File: src/rtl/microondas_pkg.sv
// rtl/microondas_pkg.sv - shared types and constants for the microwave countdown timer
package microondas_pkg;

    typedef enum logic [1:0] {
        ST_IDLE,
        ST_SET,
        ST_RUN
    } estado_t;

    typedef logic [3:0] bcd_t;

    localparam bcd_t SEC_RELOAD_TENS = 4'd5;
    localparam bcd_t SEC_RELOAD_ONES = 4'd9;

endpackage

File: src/rtl/gerador_tick.sv
// rtl/gerador_tick.sv - one-second prescaler with enable, synchronous clear and a one-cycle tick
module gerador_tick #(
    parameter int TICKS_PER_SEC = 1000
) (
    input  logic clk,
    input  logic rst,
    input  logic en,
    input  logic clr,
    output logic tick
);

    localparam int CW = $clog2(TICKS_PER_SEC);
    localparam logic [CW-1:0] LAST = CW'(TICKS_PER_SEC - 1);

    logic [CW-1:0] count_q;
    logic [CW-1:0] count_d;

    assign tick = en && !clr && (count_q == LAST);

    // Holding while disabled keeps sub-second progress across a pause.
    always_comb begin
        count_d = count_q;
        if (clr) begin
            count_d = '0;
        end else if (en) begin
            count_d = tick ? '0 : count_q + 1'b1;
        end
    end

    always_ff @(posedge clk or posedge rst) begin
        if (rst) begin
            count_q <= '0;
        end else begin
            count_q <= count_d;
        end
    end

endmodule

File: src/rtl/temporizador_microondas.sv
// rtl/temporizador_microondas.sv - MM:SS BCD cook timer; end-of-cook alarm built with TEMPORIZADOR_BEEP_EN
module temporizador_microondas
    import microondas_pkg::*;
#(
    parameter int TICKS_PER_SEC = 1000,
    parameter int BEEP_SECS     = 3
) (
    input  logic       clk,
    input  logic       rst,
    input  logic       key_valid,
    input  logic [3:0] key_digit,
    input  logic       clearn,
    input  logic       mag_on,
    output logic [3:0] min_tens,
    output logic [3:0] min_ones,
    output logic [3:0] sec_tens,
    output logic [3:0] sec_ones,
    output logic       timer_done,
    output logic       beep
);

    estado_t state_q;
    bcd_t    min_tens_q, min_ones_q, sec_tens_q, sec_ones_q;
    bcd_t    min_tens_d, min_ones_d, sec_tens_d, sec_ones_d;
    logic    dec_zero;
    logic    tick;
    logic    key_accept;
    logic    count_en;
    logic [15:0] shifted;

    assign min_tens   = min_tens_q;
    assign min_ones   = min_ones_q;
    assign sec_tens   = sec_tens_q;
    assign sec_ones   = sec_ones_q;
    assign timer_done = ({min_tens_q, min_ones_q, sec_tens_q, sec_ones_q} == 16'h0000);

    assign key_accept = key_valid && (key_digit <= 4'd9) && !mag_on;
    assign shifted    = {min_ones_q, sec_tens_q, sec_ones_q, key_digit};
    // Counting starts on the edge that first samples mag_on, even from SET.
    assign count_en   = mag_on && clearn && (state_q != ST_IDLE);

    gerador_tick #(
        .TICKS_PER_SEC(TICKS_PER_SEC)
    ) u_tick (
        .clk (clk),
        .rst (rst),
        .en  (count_en),
        .clr (!clearn),
        .tick(tick)
    );

    // One-second BCD decrement; entered seconds above 59 simply count down.
    always_comb begin
        min_tens_d = min_tens_q;
        min_ones_d = min_ones_q;
        sec_tens_d = sec_tens_q;
        sec_ones_d = sec_ones_q;
        if (sec_ones_q != 4'd0) begin
            sec_ones_d = sec_ones_q - 4'd1;
        end else if (sec_tens_q != 4'd0) begin
            sec_tens_d = sec_tens_q - 4'd1;
            sec_ones_d = 4'd9;
        end else begin
            sec_tens_d = SEC_RELOAD_TENS;
            sec_ones_d = SEC_RELOAD_ONES;
            if (min_ones_q != 4'd0) begin
                min_ones_d = min_ones_q - 4'd1;
            end else begin
                min_ones_d = 4'd9;
                min_tens_d = min_tens_q - 4'd1;
            end
        end
        dec_zero = ({min_tens_d, min_ones_d, sec_tens_d, sec_ones_d} == 16'h0000);
    end

`ifdef TEMPORIZADOR_BEEP_EN
    localparam int BEEP_CYCLES = BEEP_SECS * TICKS_PER_SEC;
    localparam int BW = $clog2(BEEP_CYCLES + 1);
    logic          beep_q;
    logic [BW-1:0] beep_cnt_q;
    assign beep = beep_q;
`else
    // BEEP_SECS only matters with the alarm compiled in.
    logic beep_cfg_unused;
    assign beep_cfg_unused = ^BEEP_SECS;
    assign beep = 1'b0;
`endif

    always_ff @(posedge clk or posedge rst) begin
        if (rst) begin
            state_q    <= ST_IDLE;
            min_tens_q <= '0;
            min_ones_q <= '0;
            sec_tens_q <= '0;
            sec_ones_q <= '0;
`ifdef TEMPORIZADOR_BEEP_EN
            beep_q     <= 1'b0;
            beep_cnt_q <= '0;
`endif
        end else if (!clearn) begin
            state_q    <= ST_IDLE;
            min_tens_q <= '0;
            min_ones_q <= '0;
            sec_tens_q <= '0;
            sec_ones_q <= '0;
`ifdef TEMPORIZADOR_BEEP_EN
            beep_q     <= 1'b0;
            beep_cnt_q <= '0;
`endif
        end else if (key_accept) begin
            {min_tens_q, min_ones_q, sec_tens_q, sec_ones_q} <= shifted;
            state_q <= (shifted != 16'h0000) ? ST_SET : ST_IDLE;
`ifdef TEMPORIZADOR_BEEP_EN
            beep_q     <= 1'b0;
            beep_cnt_q <= '0;
`endif
        end else if (tick) begin
            min_tens_q <= min_tens_d;
            min_ones_q <= min_ones_d;
            sec_tens_q <= sec_tens_d;
            sec_ones_q <= sec_ones_d;
            state_q    <= dec_zero ? ST_IDLE : ST_RUN;
`ifdef TEMPORIZADOR_BEEP_EN
            if (dec_zero) begin
                beep_q     <= 1'b1;
                beep_cnt_q <= BW'(BEEP_CYCLES - 1);
            end
`endif
        end else begin
            case (state_q)
                ST_SET:  if (mag_on)  state_q <= ST_RUN;
                ST_RUN:  if (!mag_on) state_q <= ST_SET;
                default: state_q <= ST_IDLE;
            endcase
`ifdef TEMPORIZADOR_BEEP_EN
            if (beep_q) begin
                if (beep_cnt_q == '0) begin
                    beep_q <= 1'b0;
                end else begin
                    beep_cnt_q <= beep_cnt_q - 1'b1;
                end
            end
`endif
        end
    end

endmodule

File: config.mk
export PLATFORM = sky130hd
export DESIGN_NAME = temporizador_microondas
export DESIGN_NICKNAME = d
export VERILOG_FILES = /design/src/rtl/microondas_pkg.sv /design/src/rtl/gerador_tick.sv /design/src/rtl/temporizador_microondas.sv
export SDC_FILE = /design/constraint.sdc
export NUM_CORES = 1
export LEC_CHECK = 0
export ABC_AREA = 0
export CAP_MARGIN = 25
export CORE_AREA = 2 2 61 63
export DETAILED_ROUTE_END_ITERATION = 8
export DIE_AREA = 0 0 63 65
export PLACE_DENSITY = 0.9
export SLEW_MARGIN = 10
export SYNTH_ARGS = -nofsm -noshare
export SYNTH_HDL_FRONTEND = slang
export SYNTH_HIERARCHICAL = 1
export SYNTH_SLANG_ARGS = --single-unit
File: constraint.sdc
create_clock -name clk -period 6.5 [get_ports clk]
set_input_delay 1.95 -clock clk [delete_from_list [all_inputs] [get_ports clk]]
set_output_delay 1.95 -clock clk [all_outputs]
set_load 0.005 [all_outputs]
==> flow_summary.toml, run 1 <==
[clock_network]
cts.path.max_buffers = 2
numCtsBuffers = 3
holdBufCountCts = 0
post_cts_buffers = 0
cts_max_level = 1
clk_pin_slew_ps = 150
clkSinkCount = 28
cts-root-buf = "clkbuf_4"
clock_latency_ps = 340
cts_resized = 0
cts_tree = "yes"

[global_route]
grt_pass1_vias = 1549
grt_overflow = 0
antenna_found_initial = 0
grt_max_degree = 27
groute.usage.overall_pct = 22.82
grt_pass1_wl_um = 7300

[floorplanning]
start_util_pct = 51.22
rows = 22
coreArea_um2 = 3496
io-pin-count = 27
dieArea_um2 = 4095
die_x_um = 63
dieHeight_um = 65

[timing]
max_slew_margin_pct = 46.25
hold_ws_ps = 538.8
tns_ps = 0
min_period_ps = 4575
rsz0062_at_grt = "no"
tightest_slew_ps = 804.3
fin_crit_sh_pct = 70.39
max_freq_mhz = 218.6
slew_violations = 0
setup_slack_ps = 1925
skew_ps = 10.77
final-setup-viol-count = 0
hold_viol = 0

[routing]
ant_nets = 0
viasPerCell = 6.196
drt_iter0_drc = 180
dr.pass1.iters = 4
routedWlPerCell_um = 15.62
drt_wl_total_um = 4295
drc_errors = 0
num_vias = 1704

[pwr]
power_density_nw_per_um2 = 163.6
sw_frac_of_total_pct = 28.43
switchingPower_uw = 97.28
ir_drop_mv = 0.1348
p_int_uw = 244.8
seq_power_share_pct = 56.8
p_clk_share_pct = 25.1
p_leak_uw = 0.0008242
comb_power_share_pct = 18.2

[final_layout]
nets = 240
area_growth_syn_to_layout_pct = 16.77
fill_cells = 309
instances_no_fill = 275
drive_gt1_share_pct = 7.489
diodes = 0

[synthesis]
synth_edf_count = 0
synth_nets = 219
ys.flop_type = "dfrtp_1"
synth_cell_types = 53
synth_most_common_cell = "dfrtp_1"
yosysTopAreaCell = "dfrtp_1"
synthTopCellsByArea = "dfrtp_1 39%, nor2_1 4.2%, nand2_1 3.6%"
yosys_warnings = 6
syn_area_um2 = 1790
synth_top_area_share_pct = 39.13
synthCells = 207
ys_ff_latch = 28
synth_common_cells = "28 x dfrtp_1, 20 x nor2_1, 17 x nand2_1, 12 x a21oi_1, 12 x o21ai_0"
syn_area_per_cell_um2 = 8.650
async_reset_ff_share_pct = 100.0
ys_seq_area_share_pct = 39.13

[placement]
hpwlAfterDp_um = 3116
io_buffers = 25
pre_cts_ws_ps = 1574
gp_congestion = 0.9325
placed_cells = 271

[hold_path]
hp-class = "register to register"

[worst_setup_path]
cp-start-kind = "primary input"
crit_type = "primary input to register"
cp-end-kind = "register"
cp.required_ps = 6770
cp.arrival_ps = 4850
crit_fanout = 26

[status]
outcome = "complete, no violations"

[flow_run]
drv_cap = 0
==> worst paths after layout <==
path                              startpoint                 to  slack [ps]  cells past startpoint
setup / recovery                      clearn        min_ones[3]        1920                      9
hold / removal             u_tick/count_q[8]  u_tick/count_q[8]         540                      1
setup reg to reg           u_tick/count_q[0]        min_ones[3]        3560                      9
hold reg to reg            u_tick/count_q[8]  u_tick/count_q[8]         540                      1
max in group asynchronous                rst        min_tens[1]        4000                      2
min in group asynchronous                rst  u_tick/count_q[9]        1920                      2
==> cells by family after synthesis <==
kind of cell | synth area share [%]
adders and majority gates | 2.097
buffers and inverters | 4.891
xor gates and xnor gates | 2.936
AOI/OAI and AO/OA | 20.34
other | 0.2094
DFF | 39.13
and+or+nand+nor | 30.40
==> final cells by class <==
class / count / area, µm² / share of cell area [%]
flip-flops and latches: 28 / 700.7 / 33.51
multi-input cells: 160 / 1002 / 47.94
inverters: 9 / 33.78 / 1.616
clock buffers: 4 / 36.28 / 1.735
well taps: 48 / 60.06 / 2.873
repair buffers: 26 / 257.7 / 12.33
==> critical path, cell delays in order <==
cell and delay (ps):
clkdlybuf4s50_1 600, inv_1 390, nand2b_1 320, nor2_1 100, buf_4 190, or3b_2 480
or4_4 430, xor2_1 160, a211oi_2 210
==> per-stage QoR <==
step                instance area [µm²]  total power, µW  util, %
global route                       2091            360.3    59.81
global placement                   2054            257.6    58.77
detailed placement                 2054            259.2    58.77
CTS                                2091            344.8    59.81
floorplan                          1790            232.1        -
finish                             2091            342.1    59.81
==> routing by layer <==
layer / track usage, % / routed length [µm] / vias to the layer above
li1: - / - / 818
met1: 28.33 / 1836 / 793
met2: 37.50 / 2030 / 83
met3: 4.861 / 336 / 10
met4: 11.67 / 91 / 0
met5: 0 / 0 / -
==> state kept, by name (all words and copies together) (netlist names) <==
signal and cells:
state_q 2, sec_tens 4, min_tens 4, min_ones 4, u_tick/count_q 10, sec_ones 4
==> power by group through the flow <==
stage          Combinational [µW]  Clock (µW)  Sequential, µW
2_1_floorplan                39.3           0             193
3_3_place_gp                 60.8           0             197
3_5_place_dp                 62.1           0             197
4_1_cts                      62.4        88.7             194
5_1_grt                      68.9        95.7             196
6_report                     62.1        85.8             194
==> cell usage in the layout (no fill, tap or decap), types with 2 or more instances in the layout <==
master	synthesis	layout
a211oi_1	4	4
a21oi_1	12	12
a311oi_1	4	4
a31oi_1	5	5
clkbuf_4	0	3
clkdlybuf4s50_1	0	25
dfrtp_1	28	28
ha_1	3	3
inv_1	9	9
nand2_1	17	17
nand2b_1	3	3
nand3_1	9	9
nand4_1	6	6
nor2_1	20	20
nor2b_1	4	4
nor3_1	7	7
nor3b_1	2	2
nor4_1	5	5
nor4_2	2	2
nor4b_1	3	3
o21a_1	2	2
o21ai_0	12	12
or2_2	2	2
or3_1	3	3
or4_1	4	4
or4_4	2	2
xnor2_1	3	3
xor2_1	3	3
(Power assumes the default switching activity.)
==> run 2, diff against run 1 <==
Clock period 6.5 ns to 4.8 ns, I/O delays scaled along.
==> flow_summary.toml, run 2 (synthesis results as in run 1) <==
[status]
outcome = "complete, no violations"

[timing]
tightest_slew_ps = 777.8
slew_violations = 0
max_freq_mhz = 248.4
min_period_ps = 4026
hold_viol = 0
skew_ps = 7.493
rsz0062_at_grt = "no"
tns_ps = 0
fin_crit_sh_pct = 83.88
max_slew_margin_pct = 48.02
final-setup-viol-count = 0

[clock_network]
cts.path.max_buffers = 2
post_cts_buffers = 0
clk_pin_slew_ps = 150
cts_resized = 0
holdBufCountCts = 0
cts_max_level = 1
numCtsBuffers = 3
cts-root-buf = "clkbuf_4"
cts_tree = "yes"
clkSinkCount = 28
clock_latency_ps = 340

[pwr]
p_leak_uw = 0.0008338
p_clk_share_pct = 25.4
p_int_uw = 332.7
switchingPower_uw = 134.6
ir_drop_mv = 0.1161
sw_frac_of_total_pct = 28.80
comb_power_share_pct = 18.2
seq_power_share_pct = 56.4
power_density_nw_per_um2 = 221.9

[final_layout]
final_util_pct = 60.24
drive_gt1_share_pct = 8.297
largest_reg_flops = 10
diodes = 0
final_cell_mix = "28 x dfrtp_1, 25 x clkdlybuf4s50_1, 20 x nor2_1"
regMostFlops = "u_tick/count_q"
nets = 242
mostFrequentLayoutCell = "dfrtp_1"
area_growth_syn_to_layout_pct = 17.61

[floorplanning]
die_x_um = 63
dieHeight_um = 65
start_util_pct = 51.22
rows = 22
dieArea_um2 = 4095
io-pin-count = 27
coreArea_um2 = 3496

[routing]
dr.pass1.iters = 5
ant_nets = 0
routedWlPerCell_um = 16.57
drt_iter0_drc = 148
num_vias = 1767
drc_errors = 0
drt_wl_total_um = 4589
viasPerCell = 6.379

[global_route]
top_usage_layer = "met2"
grt_pass1_vias = 1697
use_met1_pct = 30.97
grt_max_degree = 26
grt_pass1_wl_um = 7907
grt_overflow = 0
antenna_found_initial = 0
groute.usage.overall_pct = 24.59
met2_usage_pct = 41.22
met3_usage_pct = 3.125

[worst_setup_path]
cp-end-kind = "output pin"
cp.arrival_ps = 2590
crit_fanout = 7
crit_type = "register to output pin"
cp.required_ps = 3360
cp-start-kind = "register"

[placement]
hpwlAfterDp_um = 3244
gp_congestion = 0.8967
io_buffers = 25

[hold_path]
hp-class = "register to register"

[flow_run]
drv_cap = 0
[run 2: changes by cell type in the layout (fill, tap and decap cells not counted), sizes merged]
| cell | previous run | this run |
|---|---|---|
| buf | 1 | 3 |
[run 2: power groups by stage]
stage                     clock network, µW  registers, µW  logic (µW)
after global routing                    131            265        94.3
after global placement                    0            266        82.9
after floorplan                           0            261        53.3
after detailed placement                  0            267        84.4
final                                   119            263        85.1
after CTS                               121            263        85.0
[run 2: per-layer routing]
metal  up-vias  part of all wire (%)
li1        824                     -
met1       825                    41
met2        99                    49
met3        19                   7.0
met4         0                   3.5
met5         -                     0
[run 2: critical path: stages (launching register included)]
cell	delay, ps
dfrtp_1	500
nor4_1	630
nand3_1	230
nor4b_1	320
clkdlybuf4s50_1	560
[run 2: area by class of cell]
type	count	area [µm²]
sequential	28	700.7
tap	48	60.06
fill	316	1390
timing repair buffer	28	272.8
clock buffer	4	36.28
multi-input combinational	160	1002
inverter	9	33.78
[run 2: metrics by stage]
step	setup WS, ps	hold WS (ps)	cells	total power (µW)	area, µm²
floorplan	1466	469.5	207	314.3	1790
global placement	726.7	504.5	273	349.3	2069
detailed placement	635.1	497.4	273	351.5	2069
CTS	862.1	521.8	277	468.4	2106
global route	611.0	541.6	277	490.0	2106
finish	773.6	526.2	277	467.3	2106
[run 2: worst paths after layout]
kind / startpoint / slack (ps) / cells after the start / to
worst max-delay path: min_ones[0] / 770 / 4 / timer_done
worst min-delay path: u_tick/count_q[8] / 530 / 1 / u_tick/count_q[8]
worst max register to register: u_tick/count_q[0] / 1830 / 9 / min_ones[3]
worst min register to register: u_tick/count_q[8] / 530 / 1 / u_tick/count_q[8]
max in group asynchronous: rst / 2820 / 2 / state_q[0]
min in group asynchronous: rst / 1420 / 2 / u_tick/count_q[2]
